**src/rtl/decode_pkg.sv**
```systemverilog
// Shared types, opcode and control encodings for the registered decode stage.
`ifndef IMM_TYPE_BITS
`define IMM_TYPE_BITS 3
`endif
`ifndef ALU_OP_BITS
`define ALU_OP_BITS 3
`endif
`ifndef BRANCH_TYPE_BITS
`define BRANCH_TYPE_BITS 4
`endif
`ifndef RESULT_SRC_BITS
`define RESULT_SRC_BITS 2
`endif

package decode_pkg;

  localparam int PC_MAX_W = 64;

  localparam logic [6:0] OPC_LUI       = 7'b0110111;
  localparam logic [6:0] OPC_AUIPC     = 7'b0010111;
  localparam logic [6:0] OPC_JAL       = 7'b1101111;
  localparam logic [6:0] OPC_JALR      = 7'b1100111;
  localparam logic [6:0] OPC_COND_BR   = 7'b1100011;
  localparam logic [6:0] OPC_LOAD      = 7'b0000011;
  localparam logic [6:0] OPC_STORE     = 7'b0100011;
  localparam logic [6:0] OPC_OP_IMM    = 7'b0010011;
  localparam logic [6:0] OPC_OP        = 7'b0110011;
  localparam logic [6:0] OPC_OP_IMM_32 = 7'b0011011;
  localparam logic [6:0] OPC_OP_32     = 7'b0111011;

  localparam logic [`IMM_TYPE_BITS-1:0] IMM_I = 3'd0;
  localparam logic [`IMM_TYPE_BITS-1:0] IMM_S = 3'd1;
  localparam logic [`IMM_TYPE_BITS-1:0] IMM_B = 3'd2;
  localparam logic [`IMM_TYPE_BITS-1:0] IMM_U = 3'd3;
  localparam logic [`IMM_TYPE_BITS-1:0] IMM_J = 3'd4;

  localparam logic [1:0] SRC1_RS1  = 2'd0;
  localparam logic [1:0] SRC1_PC   = 2'd1;
  localparam logic [1:0] SRC1_ZERO = 2'd2;

  localparam logic SRC2_RS2 = 1'b0;
  localparam logic SRC2_IMM = 1'b1;

  localparam logic [`ALU_OP_BITS-1:0] ALU_ADD      = 3'd0;
  localparam logic [`ALU_OP_BITS-1:0] ALU_BRANCH   = 3'd1;
  localparam logic [`ALU_OP_BITS-1:0] ALU_OP       = 3'd2;
  localparam logic [`ALU_OP_BITS-1:0] ALU_OPIMM    = 3'd3;
  localparam logic [`ALU_OP_BITS-1:0] ALU_OP32     = 3'd4;
  localparam logic [`ALU_OP_BITS-1:0] ALU_OPIMM32  = 3'd5;

  // Conditional branches use {funct3,1'b1}; jumps use even codes
  localparam logic [`BRANCH_TYPE_BITS-1:0] NOT_BRANCH = 4'b0000;
  localparam logic [`BRANCH_TYPE_BITS-1:0] BR_JAL     = 4'b0010;
  localparam logic [`BRANCH_TYPE_BITS-1:0] BR_JALR    = 4'b0100;

  localparam logic [`RESULT_SRC_BITS-1:0] RES_ALU = 2'd0;
  localparam logic [`RESULT_SRC_BITS-1:0] RES_MEM = 2'd1;
  localparam logic [`RESULT_SRC_BITS-1:0] RES_PC4 = 2'd2;

  typedef struct packed {
    logic [`IMM_TYPE_BITS-1:0]    imm_type;
    logic [1:0]                   alu_src1;
    logic                         alu_src2;
    logic [`ALU_OP_BITS-1:0]      alu_op;
    logic [`BRANCH_TYPE_BITS-1:0] branch_type;
    logic                         we_memory;
    logic                         we_gpr;
    logic [`RESULT_SRC_BITS-1:0]  result_src;
  } ctrl_t;

  localparam ctrl_t CTRL_NOP = '{imm_type: IMM_I, alu_src1: SRC1_RS1, alu_src2: SRC2_RS2,
                                 alu_op: ALU_ADD, branch_type: NOT_BRANCH, we_memory: 1'b0,
                                 we_gpr: 1'b0, result_src: RES_ALU};

  typedef struct packed {
    logic [PC_MAX_W-1:0] pc;
    logic [31:0]         instr;
    ctrl_t               ctrl;
    logic [4:0]          rd;
    logic [4:0]          rs1;
    logic [4:0]          rs2;
    logic                illegal;
  } decode_entry_t;

  typedef enum logic {ST_EMPTY = 1'b0, ST_FULL = 1'b1} main_state_e;

  function automatic ctrl_t make_ctrl(
    input logic [`IMM_TYPE_BITS-1:0]    imm_type,
    input logic [1:0]                   alu_src1,
    input logic                         alu_src2,
    input logic [`ALU_OP_BITS-1:0]      alu_op,
    input logic [`BRANCH_TYPE_BITS-1:0] branch_type,
    input logic                         we_memory,
    input logic                         we_gpr,
    input logic [`RESULT_SRC_BITS-1:0]  result_src
  );
    ctrl_t c;
    c.imm_type    = imm_type;
    c.alu_src1    = alu_src1;
    c.alu_src2    = alu_src2;
    c.alu_op      = alu_op;
    c.branch_type = branch_type;
    c.we_memory   = we_memory;
    c.we_gpr      = we_gpr;
    c.result_src  = result_src;
    return c;
  endfunction

endpackage

```
**src/rtl/decode_stage_ctrl.sv**
```systemverilog
// Combinational instruction -> control bundle decoder with illegal detection.
// RV64-only opcodes are rejected when XLEN < 64.
module decode_ctrl
  import decode_pkg::*;
#(
  parameter int XLEN = 64
) (
  input  logic [31:0] instr,
  output ctrl_t       ctrl,
  output logic        illegal
);

  logic [6:0] opcode_s;
  logic [2:0] funct3_s;
  ctrl_t      raw_ctrl_s;
  logic       raw_illegal_s;

  assign opcode_s = instr[6:0];
  assign funct3_s = instr[14:12];

  // Per-opcode control table; anything not listed is illegal
  always_comb begin
    raw_ctrl_s    = CTRL_NOP;
    raw_illegal_s = 1'b0;
    case (opcode_s)
      OPC_LUI:   raw_ctrl_s = make_ctrl(IMM_U, SRC1_ZERO, SRC2_IMM, ALU_ADD, NOT_BRANCH, 1'b0, 1'b1, RES_ALU);
      OPC_AUIPC: raw_ctrl_s = make_ctrl(IMM_U, SRC1_PC, SRC2_IMM, ALU_ADD, NOT_BRANCH, 1'b0, 1'b1, RES_ALU);
      OPC_JAL:   raw_ctrl_s = make_ctrl(IMM_J, SRC1_PC, SRC2_IMM, ALU_ADD, BR_JAL, 1'b0, 1'b1, RES_PC4);
      OPC_JALR: begin
        if (funct3_s != 3'b000) begin
          raw_illegal_s = 1'b1;
        end else begin
          raw_ctrl_s = make_ctrl(IMM_I, SRC1_RS1, SRC2_IMM, ALU_ADD, BR_JALR, 1'b0, 1'b1, RES_PC4);
        end
      end
      OPC_COND_BR: begin
        if (funct3_s == 3'b010 || funct3_s == 3'b011) begin
          raw_illegal_s = 1'b1;
        end else begin
          raw_ctrl_s = make_ctrl(IMM_B, SRC1_RS1, SRC2_RS2, ALU_BRANCH, {funct3_s, 1'b1}, 1'b0, 1'b0, RES_ALU);
        end
      end
      OPC_LOAD:   raw_ctrl_s = make_ctrl(IMM_I, SRC1_RS1, SRC2_IMM, ALU_ADD, NOT_BRANCH, 1'b0, 1'b1, RES_MEM);
      OPC_STORE:  raw_ctrl_s = make_ctrl(IMM_S, SRC1_RS1, SRC2_IMM, ALU_ADD, NOT_BRANCH, 1'b1, 1'b0, RES_ALU);
      OPC_OP_IMM: raw_ctrl_s = make_ctrl(IMM_I, SRC1_RS1, SRC2_IMM, ALU_OPIMM, NOT_BRANCH, 1'b0, 1'b1, RES_ALU);
      OPC_OP:     raw_ctrl_s = make_ctrl(IMM_I, SRC1_RS1, SRC2_RS2, ALU_OP, NOT_BRANCH, 1'b0, 1'b1, RES_ALU);
      OPC_OP_IMM_32: begin
        if (XLEN < 64) begin
          raw_illegal_s = 1'b1;
        end else begin
          raw_ctrl_s = make_ctrl(IMM_I, SRC1_RS1, SRC2_IMM, ALU_OPIMM32, NOT_BRANCH, 1'b0, 1'b1, RES_ALU);
        end
      end
      OPC_OP_32: begin
        if (XLEN < 64) begin
          raw_illegal_s = 1'b1;
        end else begin
          raw_ctrl_s = make_ctrl(IMM_I, SRC1_RS1, SRC2_RS2, ALU_OP32, NOT_BRANCH, 1'b0, 1'b1, RES_ALU);
        end
      end
      default: raw_illegal_s = 1'b1;
    endcase
  end

  // Illegal entries carry a NOP bundle so nothing downstream writes state
  assign illegal = raw_illegal_s || (instr[1:0] != 2'b11);
  assign ctrl    = illegal ? CTRL_NOP : raw_ctrl_s;

endmodule

```
**src/rtl/decode_stage.sv**
```systemverilog
// Registered valid/ready decode stage with flush.
// Optional one-entry skid buffer (registered in_ready) enabled by DECODE_SKID_EN.
module decode_stage
  import decode_pkg::*;
#(
  parameter int XLEN = 64,
  parameter int PC_W = XLEN
) (
  input  logic            clk,
  input  logic            rst,
  input  logic            flush,
  input  logic            in_valid,
  output logic            in_ready,
  input  logic [31:0]     in_instr,
  input  logic [PC_W-1:0] in_pc,
  output logic            out_valid,
  input  logic            out_ready,
  output logic [PC_W-1:0] out_pc,
  output logic [31:0]     out_instr,
  output ctrl_t           out_ctrl,
  output logic [4:0]      out_rd,
  output logic [4:0]      out_rs1,
  output logic [4:0]      out_rs2,
  output logic            out_illegal
);

  main_state_e   state_r;
  main_state_e   state_next_s;
  decode_entry_t main_r;
  decode_entry_t new_entry_s;
  decode_entry_t skid_entry_s;
  ctrl_t         dec_ctrl_s;
  logic          dec_illegal_s;
  logic          skid_valid_s;
  logic          accept_s;
  logic          load_main_s;
  logic          skid_to_main_s;

  decode_ctrl #(.XLEN(XLEN)) u_decode_ctrl (
    .instr   (in_instr),
    .ctrl    (dec_ctrl_s),
    .illegal (dec_illegal_s)
  );

  // Pack the freshly decoded instruction into a pipeline entry
  always_comb begin
    new_entry_s         = '0;
    new_entry_s.pc      = PC_MAX_W'(in_pc);
    new_entry_s.instr   = in_instr;
    new_entry_s.ctrl    = dec_ctrl_s;
    new_entry_s.rd      = in_instr[11:7];
    new_entry_s.rs1     = in_instr[19:15];
    new_entry_s.rs2     = in_instr[24:20];
    new_entry_s.illegal = dec_illegal_s;
  end

`ifdef DECODE_SKID_EN
  decode_entry_t skid_r;
  logic          skid_valid_r;

  assign skid_valid_s = skid_valid_r;
  assign skid_entry_s = skid_r;
  assign in_ready     = ~skid_valid_r;

  // Skid catches the one input accepted while main is stalled
  always_ff @(posedge clk or posedge rst) begin
    if (rst) begin
      skid_valid_r <= 1'b0;
      skid_r       <= '0;
    end else if (flush || skid_to_main_s) begin
      skid_valid_r <= 1'b0;
      skid_r       <= skid_r;
    end else if (state_r == ST_FULL && !out_ready && accept_s) begin
      skid_valid_r <= 1'b1;
      skid_r       <= new_entry_s;
    end else begin
      skid_valid_r <= skid_valid_r;
      skid_r       <= skid_r;
    end
  end
`else
  assign skid_valid_s = 1'b0;
  assign skid_entry_s = '0;
  assign in_ready     = (state_r == ST_EMPTY) || out_ready;
`endif

  assign accept_s = in_valid && in_ready;

  // Main register state
  always_ff @(posedge clk or posedge rst) begin
    if (rst) begin
      state_r <= ST_EMPTY;
    end else begin
      state_r <= state_next_s;
    end
  end

  // Next main-register state; flush overrides every handshake
  always_comb begin
    state_next_s = state_r;
    if (flush) begin
      state_next_s = ST_EMPTY;
    end else begin
      case (state_r)
        ST_EMPTY: state_next_s = accept_s ? ST_FULL : ST_EMPTY;
        ST_FULL: begin
          if (out_ready) begin
            state_next_s = (accept_s || skid_valid_s) ? ST_FULL : ST_EMPTY;
          end else begin
            state_next_s = ST_FULL;
          end
        end
        default: state_next_s = ST_EMPTY;
      endcase
    end
  end

  // Main-register load strobes; an older skid entry always wins over new input
  always_comb begin
    load_main_s    = 1'b0;
    skid_to_main_s = 1'b0;
    if (flush) begin
      load_main_s    = 1'b0;
      skid_to_main_s = 1'b0;
    end else begin
      case (state_r)
        ST_EMPTY: load_main_s = accept_s;
        ST_FULL: begin
          if (out_ready) begin
            skid_to_main_s = skid_valid_s;
            load_main_s    = accept_s && !skid_valid_s;
          end else begin
            load_main_s    = 1'b0;
          end
        end
        default: load_main_s = 1'b0;
      endcase
    end
  end

  // Main payload register
  always_ff @(posedge clk or posedge rst) begin
    if (rst) begin
      main_r <= '0;
    end else if (load_main_s) begin
      main_r <= new_entry_s;
    end else if (skid_to_main_s) begin
      main_r <= skid_entry_s;
    end else begin
      main_r <= main_r;
    end
  end

  assign out_valid   = (state_r == ST_FULL);
  assign out_pc      = main_r.pc[PC_W-1:0];
  assign out_instr   = main_r.instr;
  assign out_ctrl    = main_r.ctrl;
  assign out_rd      = main_r.rd;
  assign out_rs1     = main_r.rs1;
  assign out_rs2     = main_r.rs2;
  assign out_illegal = main_r.illegal;

endmodule

```
**config.mk**
```make
export PLATFORM = sky130hd
export DESIGN_NAME = decode_stage
export DESIGN_NICKNAME = d
export VERILOG_FILES = /design/src/rtl/decode_pkg.sv /design/src/rtl/decode_stage_ctrl.sv /design/src/rtl/decode_stage.sv
export SDC_FILE = /design/constraint.sdc
export NUM_CORES = 1
export LEC_CHECK = 0
export CELL_PAD_IN_SITES_DETAIL_PLACEMENT = 0
export CELL_PAD_IN_SITES_GLOBAL_PLACEMENT = 1
export CORE_MARGIN = 2
export CORE_UTILIZATION = 26
export CTS_BUF_LIST = sky130_fd_sc_hd__clkbuf_16
export DETAILED_ROUTE_END_ITERATION = 7
export PLACE_DENSITY = 0.84
export SYNTH_ARGS = -nofsm -noshare
export SYNTH_HDL_FRONTEND = slang
export SYNTH_SLANG_ARGS = --single-unit
```
**constraint.sdc**
```tcl
create_clock -name clk -period 3.12 [get_ports clk]
set_input_delay 0.312 -clock clk [delete_from_list [all_inputs] [get_ports clk]]
set_output_delay 0.312 -clock clk [all_outputs]
set_load 0.02 [all_outputs]
```
# Word level (Yosys, flattened, before mapping)
# Index checks and enable logic that the tools add are counted.
# totals
ff_bits	130
out_inout_bits	131
# op_classes
bitwise	1
n_reduce_logical	6
n_mux	15
n_eq_ne	14
# ops
operator	n
17-bit case mux with 11 select lines	1
129-bit two-way mux	1
7-bit by 6-bit equality test with 1-bit output, second input constant	4
7-bit by 5-bit equality test with 1-bit output, second input constant	3
7-bit equality test, second input constant	3
17-bit two-way mux	1
16-bit two-way mux	1
12-bit two-way mux	1
9-bit OR reduction	1
7-bit by 2-bit equality test with 1-bit output, second input constant	1
1-bit two-way mux	7
3-bit by 2-bit equality test with 1-bit output, second input constant	2
1-bit case mux with 2 select lines	2
1-bit logical OR	3
1-bit case mux with 3 select lines	1
3-bit nonzero test	1
2-bit != test, second input constant	1
1-bit logical AND	1
1-bit inverter	1

# Longest topological paths before layout
# Gate-level depths: netlist of the first run.
# logic_depth
depth_word	7
depth_mapped	7
depth_no_buf	5

# By module
# From an unflattened synthesis of the first run, not the netlist that was laid out.
# unflattened
cells_unflattened	319
area_unflattened_um2	4755.8
# modules_own_cells
module	instances	area_per_inst_um2	seq_area_each_um2	cells_per_inst
decode_stage	1	4398.0	2877.8	262
decode_ctrl	1	357.8	0.0	57

# Least setup slack after synthesis of the first run
# OpenSTA, ideal clock, no wires.
# synth_timing
path_type	register to register
startpoint	register state_r, in the netlist out_valid
endpoint	register main_r, in the netlist out_instr[3]
setup_ns	0.118
t_arrival_ns	1.400
stages_incl_launch_ff	8
setup_slack_ns	1.602
path_buffers	2
synth_period_minus_slack_ns	1.518
cell_sequence	dfrtp_1 -> nor2b_4 -> inv_1 -> nand3b_1 -> buf_2 -> buf_4 -> nand2_1 -> nand2_1
# synth_via
elab_chain_len	6
# synth_rtl
item	line_no	source
start, declared	decode_stage.sv:27	main_state_e state_r;
start signal, assigned	decode_stage.sv:94	state_r <= state_next_s;
1-bit inverter (*)	decode_stage.sv:84	assign in_ready = (state_r == ST_EMPTY) || out_ready;
1-bit logical OR (*)	decode_stage.sv:84	
via in_ready	decode_stage.sv:13	output logic in_ready,
1-bit logical AND (*)	decode_stage.sv:87	assign accept_s = in_valid && in_ready;
1-bit two-way mux	decode_stage.sv:129	if (out_ready) begin
1-bit case mux with 2 select lines (*)	decode_stage.sv:126	case (state_r)
1-bit two-way mux (*)	decode_stage.sv:122	if (flush) begin
end signal, assigned	decode_stage.sv:146	main_r <= new_entry_s;
end signal, assigned	decode_stage.sv:148	main_r <= skid_entry_s;
end signal, assigned	decode_stage.sv:150	main_r <= main_r;
end, declared	decode_stage.sv:29	decode_entry_t main_r;
# Mark *: on every way through the listed nets, which the timed path passes. The rest lies on a longest branch.
# A chain may end at the register's enable or synchronous reset.

# Final worst setup path of the first run
# layout_timing
startpoint	register state_r, in the netlist out_valid
endpoint	output in_ready
# layout_via
elab_chain_len	2
# layout_rtl
item	line_no
1-bit inverter	decode_stage.sv:84
1-bit logical OR	decode_stage.sv:84
end, declared	decode_stage.sv:13
# No other way between the ends.

==> impl_metrics.py, run 1 <==
metrics = {
    "floorplan": {
        "io_pins": 232,
        "rows": 49,
        "die_w_um": 139,
        "die_h_um": 139,
        "start_util_pct": 26.4,
        "die_area_mm2": 0.0193,
        "core-area_mm2": 0.0179,
    },
    "job": {
        "maxCapViolCount": 0,
    },
    "layout": {
        "fin_nets": 842,
        "syn_to_final_growth_pct": 62.6,
        "fin_util_pct": 43.0,
        "layout-drive-gt1-share_pct": 5.99,
        "antenna_cells": 0,
        "instances_no_fill": 980,
    },
    "sta": {
        "setup_viol": 0,
        "tns_ns": 0,
        "relSlewSlack_pct": 40.0,
        "report.final.hold_viol_count": 0,
        "timing.hold.ws_ns": 0.427,
        "fmax_mhz": 507,
        "fin_crit_sh_pct": 63.2,
        "tightestPinTransition_ns": 0.897,
        "slew_violations": 0,
        "fin_crit_ns": 1.97,
        "rsz0062_at_grt": "false",
        "fin_skew_ns": 0.00780,
    },
    "yosys": {
        "yosys.area.top_type_share_pct": 60.8,
        "ys.flop_type": "dfrtp_1",
        "synth_area_leaders": "dfrtp_1, nand2_1, buf_4",
        "async_flop_share_pct": 100,
        "yosysSeqAreaShare_pct": 60.8,
        "synthCells": 523,
        "ys_ff_latch": 115,
        "avgSynthCellArea_um2": 9.05,
        "synth-edff-count": 0,
        "syn-num-nets": 624,
        "yosysTopAreaCell": "dfrtp_1",
        "syn_area_mm2": 0.00473,
        "synth.distinct_cells": 38,
        "yosys_warnings": 0,
        "synth_commonest_cells": "nand2_1, dfrtp_1, buf_4, buf_2, o21ai_0",
        "yosysMostFrequentCell": "nand2_1",
    },
    "routing": {
        "via_per_inst": 4.29,
        "drt-pass1-iter-count": 4,
        "antenna_left": 0,
        "dr.first_iter.drc_count": 147,
        "totalWireLength_um": 14200,
        "via_count": 4206,
        "wl_per_cell_um": 14.5,
        "drc": 0,
    },
    "pwr": {
        "pwr-share-comb_pct": 25.4,
        "p_seq_share_pct": 38.5,
        "sw_frac_of_total_pct": 29.0,
        "clock_power_share_pct": 36.1,
        "power_leakage_nw": 3.61,
        "power_switching_mw": 1.36,
        "internal_power_mw": 3.32,
        "p_per_area_mw_per_mm2": 608,
        "ir_drop_mv": 0.336,
    },
    "clocking": {
        "post-cts-setup-buffers": 0,
        "clkTransAtPathRegs_ns": 0.05,
        "cts_htree_levels": 4,
        "clkLatencyLatePin_ns": 0.41,
        "clockRootBuffer": "clkbuf_16",
        "clock_sinks": 115,
        "cts-resized-gates": 0,
        "cts_inserted_buffers": 17,
        "holdBufCountCts": 0,
        "cts_tree": "done",
        "ctsLongestPathBuffers": 2,
    },
    "place": {
        "gp_congestion": 0.731,
        "dp_hpwl_um": 10200,
        "dp.cells": 951,
        "io_buffers": 231,
    },
    "min_path": {
        "worstHoldPathType": "in -> reg",
    },
    "grt": {
        "overflow": 0,
        "first_global_vias": 4160,
        "grt_pass1_wl_um": 22700,
        "grt_max_degree": 70,
        "antenna_found_initial": 0,
        "grtUsageTotal_pct": 14.9,
    },
    "setup_path": {
        "worstPathRequired_ns": 2.81,
        "cp-end-kind": "output port",
        "cp.arrival_ns": 1.66,
        "worst-path-max-fanout": 3,
        "crit_type": "reg -> out",
        "start_kind": "register",
    },
    "run_status": {
        "status": "finished, final reports clean",
    },
}
[stage by stage]
stage,area (µm²),power (mW),setup slack [ns]
final,7700,4.68,1.15
after global placement,7190,3.02,0.942
after CTS,7700,4.76,1.12
after floorplan,4740,2.39,1.41
after global routing,7700,4.93,1.07
after detailed placement,7190,3.03,0.875
[cells by family (layout without fill, tap and decap cells)]
logic type / after synthesis / in the layout / synth area share, %
flip-flops: 115 / 115 / 60.8
multiplexers: 1 / 1 / 0.211
buffers and inverters: 47 / 275 / 5.87
AO/OA/AOI/OAI: 33 / 33 / 5.13
AND/OR/NAND/NOR: 327 / 327 / 28.0
[path summary, 6_finish.rpt]
check                                     end     startpoint  slack [ns]  depth (start not counted)
worst max-delay path                 in_ready      out_valid        1.15                          3
worst min-delay path               out_pc[18]      in_pc[18]        0.43                          3
worst max register to register    out_ctrl[3]      out_valid        1.26                          6
worst min register to register  out_instr[13]  out_instr[13]        0.47                          2
max in group asynchronous          out_pc[59]            rst        1.87                          3
min in group asynchronous          out_pc[60]            rst        0.44                          2
[power groups by stage]
stage	Clock (mW)	Sequential [mW]	Combinational (mW)
floorplan	0	2.06	0.328
global placement	0	1.82	1.19
detailed placement	0	1.82	1.21
CTS	1.75	1.80	1.21
global route	1.82	1.83	1.28
finish	1.69	1.80	1.19
[metal layers]
layer  vias to the layer above  share of wire [%]  GRT usage (%)  wire [µm]
met5                         -                  0              0          0
met4                         0                1.5           5.37        209
met3                         9                9.7           6.77       1370
met2                       183                 44           22.3       6300
met1                      1957                 45           19.2       6320
li1                       2057                  -              -          -
[placed cells by master, fill, tap and decap left out, drive strengths merged, types with 3 or more instances in the layout]
master         netlist  layout
o21a                 3       3
nand2b               3       3
nand4b               3       3
a31oi                3       3
inv                  4       5
o211ai               4       4
nand2              301     301
o21ai               13      13
dfrtp              115     115
nor2                 7       7
clkbuf               8      17
clkdlybuf4s50        0     231
buf                 35      11
clkinv               0       8
[worst max-delay path: stages (launching register included)]
cell	delay [ns]
dfrtp_1	0.38
nor2b_4	0.14
inv_1	0.09
clkdlybuf4s50_1	0.64
[layout make-up]
cell class	instances	area [µm²]
clock inverter	12	77.6
multi-input combinational	361	1580
clock buffer	17	425
fill	1737	10200
timing repair buffer	242	2430
inverter	4	18.8
sequential	115	2880
tap	229	287
[flip-flops by register name, summed over array words and instances, names as in the netlist]
| register | count |
|---|---|
| out_ctrl | 17 |
| out_pc | 64 |
| out_instr | 32 |
| out_illegal | 1 |
| out_valid | 1 |
Power figures use the tool's default switching activity.
==> run 2: changes to the inputs <==
clock period = 1.7 ns   (was 3.12 ns; I/O delays follow)
==> impl_metrics.py, run 2 (synthesis results as in run 1) <==
metrics = {
    "sta": {
        "tightestPinTransition_ns": 0.440,
        "fin_skew_ns": 0.00442,
        "rsz0062_at_grt": "false",
        "fin_crit_sh_pct": 95.5,
        "fmax_mhz": 616,
        "timing.hold.ws_ns": 0.204,
        "worst_slack_ns": 0.0771,
        "fin_crit_ns": 1.62,
        "report.final.hold_viol_count": 0,
        "slew_violations": 0,
        "setup_viol": 0,
        "relSlewSlack_pct": 70.7,
    },
    "layout": {
        "layout-drive-gt1-share_pct": 10.3,
        "design_area_mm2": 0.00802,
        "layout_common_cells": "nand2_1, clkdlybuf4s50_1, dfrtp_1",
        "largest_register_ffs": 64,
        "syn_to_final_growth_pct": 69.4,
        "antenna_cells": 0,
        "fin_nets": 872,
        "final_common_cell": "nand2_1",
        "instances_no_fill": 1013,
    },
    "setup_path": {
        "crit_chain": "clkdlybuf4s50_1",
        "cp-end-kind": "output port",
        "reg2reg_depth": 6,
        "crit-reg2reg-launch": "out_valid",
        "cp.arrival_ns": 1.45,
        "crit_family": "buffers and inverters",
        "slowest_delay_ns": 0.66,
        "rrSetupSlack_ns": 0.27,
        "crit_buf_inv": 1,
        "worst-path-max-fanout": 2,
        "start_kind": "register",
        "crit_slowest_cell": "clkdlybuf4s50_1",
        "worstPathRequired_ns": 1.53,
        "worstReg2RegEnd": "out_pc[20]",
        "crit_type": "reg -> out",
    },
    "clocking": {
        "cts_tree": "done",
        "ctsLongestPathBuffers": 2,
        "clock_sinks": 115,
        "cts_inserted_buffers": 17,
        "clkTransAtPathRegs_ns": 0.05,
        "cts_htree_levels": 4,
        "holdBufCountCts": 0,
        "clkLatencyLatePin_ns": 0.41,
        "clockRootBuffer": "clkbuf_16",
    },
    "routing": {
        "wl_per_cell_um": 14.1,
        "dr.first_iter.drc_count": 121,
        "drc": 0,
        "antenna_left": 0,
        "totalWireLength_um": 14300,
        "via_count": 4223,
        "drt-pass1-iter-count": 4,
        "via_per_inst": 4.17,
    },
    "pwr": {
        "power_switching_mw": 2.58,
        "internal_power_mw": 6.19,
        "clock_power_share_pct": 36.6,
        "pwr-share-comb_pct": 25.8,
        "ir_drop_mv": 0.688,
        "power.total_mw": 8.77,
        "p_per_area_mw_per_mm2": 1090,
        "sw_frac_of_total_pct": 29.5,
        "power_leakage_nw": 3.79,
        "p_seq_share_pct": 37.6,
    },
    "floorplan": {
        "die_h_um": 139,
        "die_w_um": 139,
        "rows": 49,
        "core-area_mm2": 0.0179,
        "io_pins": 232,
        "die_area_mm2": 0.0193,
        "start_util_pct": 26.4,
    },
    "grt": {
        "grt_max_degree": 74,
        "grt_pass1_wl_um": 23600,
        "overflow": 0,
        "first_global_vias": 4367,
        "grtUsageTotal_pct": 15.5,
        "antenna_found_initial": 0,
    },
    "run_status": {
        "status": "finished, final reports clean",
    },
    "job": {
        "maxCapViolCount": 0,
    },
    "place": {
        "placed_area_mm2": 0.00749,
        "io_buffers": 231,
        "dp.cells": 981,
        "gp_congestion": 0.785,
        "dp_hpwl_um": 10500,
        "place_ws_ns": -0.0514,
    },
    "min_path": {
        "worstHoldPathType": "in -> async",
    },
}
run 2: worst max-delay path by stage:
stage	end	from	cells past startpoint	slack, ns
floorplan	out_ctrl[0]	rst	1	0.13
global placement	out_ctrl[4]	in_instr[2]	5	0.02
detailed placement	out_ctrl[4]	in_instr[2]	5	-0.05
CTS	out_ctrl[14]	out_ctrl[14]	1	0.04
global route	out_ctrl[14]	out_ctrl[14]	1	0.02
finish	out_ctrl[3]	out_ctrl[3]	1	0.08
run 2: power by group through the flow:
stage	clock [mW]	combinational, mW	sequential [mW]
after global routing	3.42	2.44	3.35
final	3.21	2.26	3.30
after detailed placement	0	2.29	3.34
after CTS	3.32	2.30	3.30
after global placement	0	2.28	3.33
after floorplan	0	0.603	3.78
run 2: cell type report:
type	count	area, µm²
tap	229	287
fill	1775	9880
clock inverter	15	101
inverter	4	18.8
timing repair buffer	272	2730
clock buffer	17	425
sequential	115	2880
multi-input combinational	361	1580
run 2: layer usage:
metal / share of wire, % / global-route usage (%) / vias up / wire length (µm)
met2: 44 / 23.6 / 173 / 6310
li1: - / - / 2118 / -
met1: 45 / 19.8 / 1917 / 6390
met5: 0 / 0 / - / 0
met3: 9.3 / 6.18 / 15 / 1330
met4: 1.8 / 6.38 / 0 / 250
run 2: timing repair:
action | CTS | global route
gates resized for setup | 1 | 0
buffers inserted | 0 | 0
endpoints found under the setup margin | 1 | 0
run 2: worst reg2reg max path: cells and delay by family (launching register included):
family                 cells  cell delay [ns]
buffers and inverters      2             0.43
DFF                        1             0.39
and+or+nand+nor            4             0.55
run 2: metrics by stage:
stage / setup TNS, ns / util, %
4_1_cts: 0 / 44.8
5_1_grt: 0 / 44.8
3_3_place_gp: 0 / 41.9
6_report: 0 / 44.8
3_5_place_dp: -0.0936 / 41.9
2_1_floorplan: 0 / -
==> run 3: changes to the inputs <==
CORE_MARGIN = not set   (was 2)
TNS_END_PERCENT = 100   (was not set)
==> impl_metrics.py, run 3 (synthesis results as in run 1) <==
metrics = {
    "routing": {
        "dr.first_iter.drc_count": 108,
        "drc": 0,
        "wl_per_cell_um": 13.9,
        "antenna_left": 0,
        "via_per_inst": 4.20,
        "totalWireLength_um": 14000,
        "drt-pass1-iter-count": 4,
        "via_count": 4242,
    },
    "place": {
        "gp_congestion": 0.798,
        "placed_area_mm2": 0.00749,
        "io_buffers": 231,
        "dp_hpwl_um": 10500,
    },
    "sta": {
        "fin_crit_sh_pct": 93.6,
        "relSlewSlack_pct": 80.4,
        "setup_viol": 0,
        "fmax_mhz": 629,
        "slew_violations": 0,
        "fin_crit_ns": 1.59,
        "rsz0062_at_grt": "false",
        "tightestPinTransition_ns": 0.293,
        "report.final.hold_viol_count": 0,
        "fin_skew_ns": 0.00445,
    },
    "grt": {
        "grt_max_degree": 64,
        "use_met3_pct": 7.30,
        "antenna_found_initial": 0,
        "first_global_vias": 4216,
        "grt_pass1_wl_um": 22400,
        "grt_busiest_layer": "met2",
        "grtUsageTotal_pct": 15.8,
        "grtUsageMet1_pct": 19.5,
        "overflow": 0,
        "grt_use_met2_pct": 23.7,
    },
    "floorplan": {
        "die_area_mm2": 0.0187,
        "die_h_um": 137,
        "start_util_pct": 27.0,
        "core-area_mm2": 0.0175,
        "io_pins": 232,
        "die_w_um": 137,
        "rows": 48,
    },
    "clocking": {
        "cts-resized-gates": 1,
        "holdBufCountCts": 0,
        "clock_sinks": 115,
        "cts_tree": "done",
        "clkLatencyLatePin_ns": 0.40,
        "clockRootBuffer": "clkbuf_16",
        "ctsLongestPathBuffers": 2,
        "post-cts-setup-buffers": 0,
        "clkTransAtPathRegs_ns": 0.05,
        "cts_htree_levels": 4,
        "cts_inserted_buffers": 17,
    },
    "pwr": {
        "p_per_area_mw_per_mm2": 1070,
        "ir_drop_mv": 0.652,
        "power.total_mw": 8.49,
        "power_leakage_nw": 3.79,
    },
    "setup_path": {
        "start_kind": "register",
        "crit_buf_inv": 1,
        "cp-end-kind": "output port",
        "crit_family": "buffers and inverters",
        "worst-path-max-fanout": 2,
        "crit_type": "reg -> out",
        "crit_chain": "clkdlybuf4s50_1",
        "cp.arrival_ns": 1.42,
        "worstPathRequired_ns": 1.53,
        "crit_slowest_cell": "clkdlybuf4s50_1",
        "slowest_delay_ns": 0.66,
    },
    "run_status": {
        "status": "finished, final reports clean",
    },
    "layout": {
        "syn_to_final_growth_pct": 68.5,
        "design_area_mm2": 0.00797,
        "layout-drive-gt1-share_pct": 9.94,
        "antenna_cells": 0,
        "largest_register_ffs": 64,
        "fin_util_pct": 45.5,
        "final_common_cell": "nand2_1",
        "fill_cells": 1713,
        "layout_common_cells": "nand2_1, clkdlybuf4s50_1, dfrtp_1",
        "fin_nets": 874,
    },
    "job": {
        "maxCapViolCount": 0,
    },
    "min_path": {
        "worstHoldPathType": "in -> async",
    },
}
## run 3: cell types whose count changed in the layout (fill, tap and decap cells not counted)
cell / before / now
buf_4: 32 / 35
clkinvlp_4: 4 / 1
clkinv_1: 3 / 5
inv_1: 5 / 7
buf_12: 9 / 8
bufinv_16: 1 / 0
clkinv_2: 6 / 5
## run 3: path summary, 6_finish.rpt
path	startpoint	endpoint	slack, ns	cells past startpoint
worst max register to register	out_valid	out_pc[27]	0.24	7
max in group asynchronous	rst	out_instr[24]	1.15	3
worst max-delay path	out_ctrl[14]	out_ctrl[14]	0.11	1
worst min-delay path	rst	out_pc[39]	0.06	2
min in group clk	in_pc[47]	out_pc[47]	0.29	3
worst min register to register	out_pc[10]	out_pc[10]	0.47	2
## run 3: per-layer routing
layer,part of all wire [%],up-vias
li1,-,2120
met1,43,1921
met2,44,185
met3,11,16
met4,1.7,0
met5,0,-
## run 3: where the power goes
group	switching, mW	total [mW]	internal, mW
sequential	0.208	3.31	3.10
clock	1.14	2.92	1.78
combinational	1.13	2.26	1.13
## run 3: per-stage QoR
step	TNS, ns	hold slack (ns)	cells	setup WS (ns)
final	0	0.0629	1010	0.109
after global placement	0	0.457	979	0.0138
after CTS	0	0.0451	1010	0.0778
after floorplan	0	0.236	523	0.131
after detailed placement	-0.330	0.460	979	-0.0370
after global routing	0	0.0623	1010	0.0405
## run 3: area by class of cell
class / count / area (µm²) / area share [%]
multi-input cells: 361 / 1580 / 19.8
flip-flops and latches: 115 / 2880 / 36.1
repair buffers: 274 / 2730 / 34.3
inverters: 4 / 18.8 / 0.235
clock inverters: 14 / 58.8 / 0.737
well taps: 225 / 282 / 3.53
clock buffers: 17 / 425 / 5.34
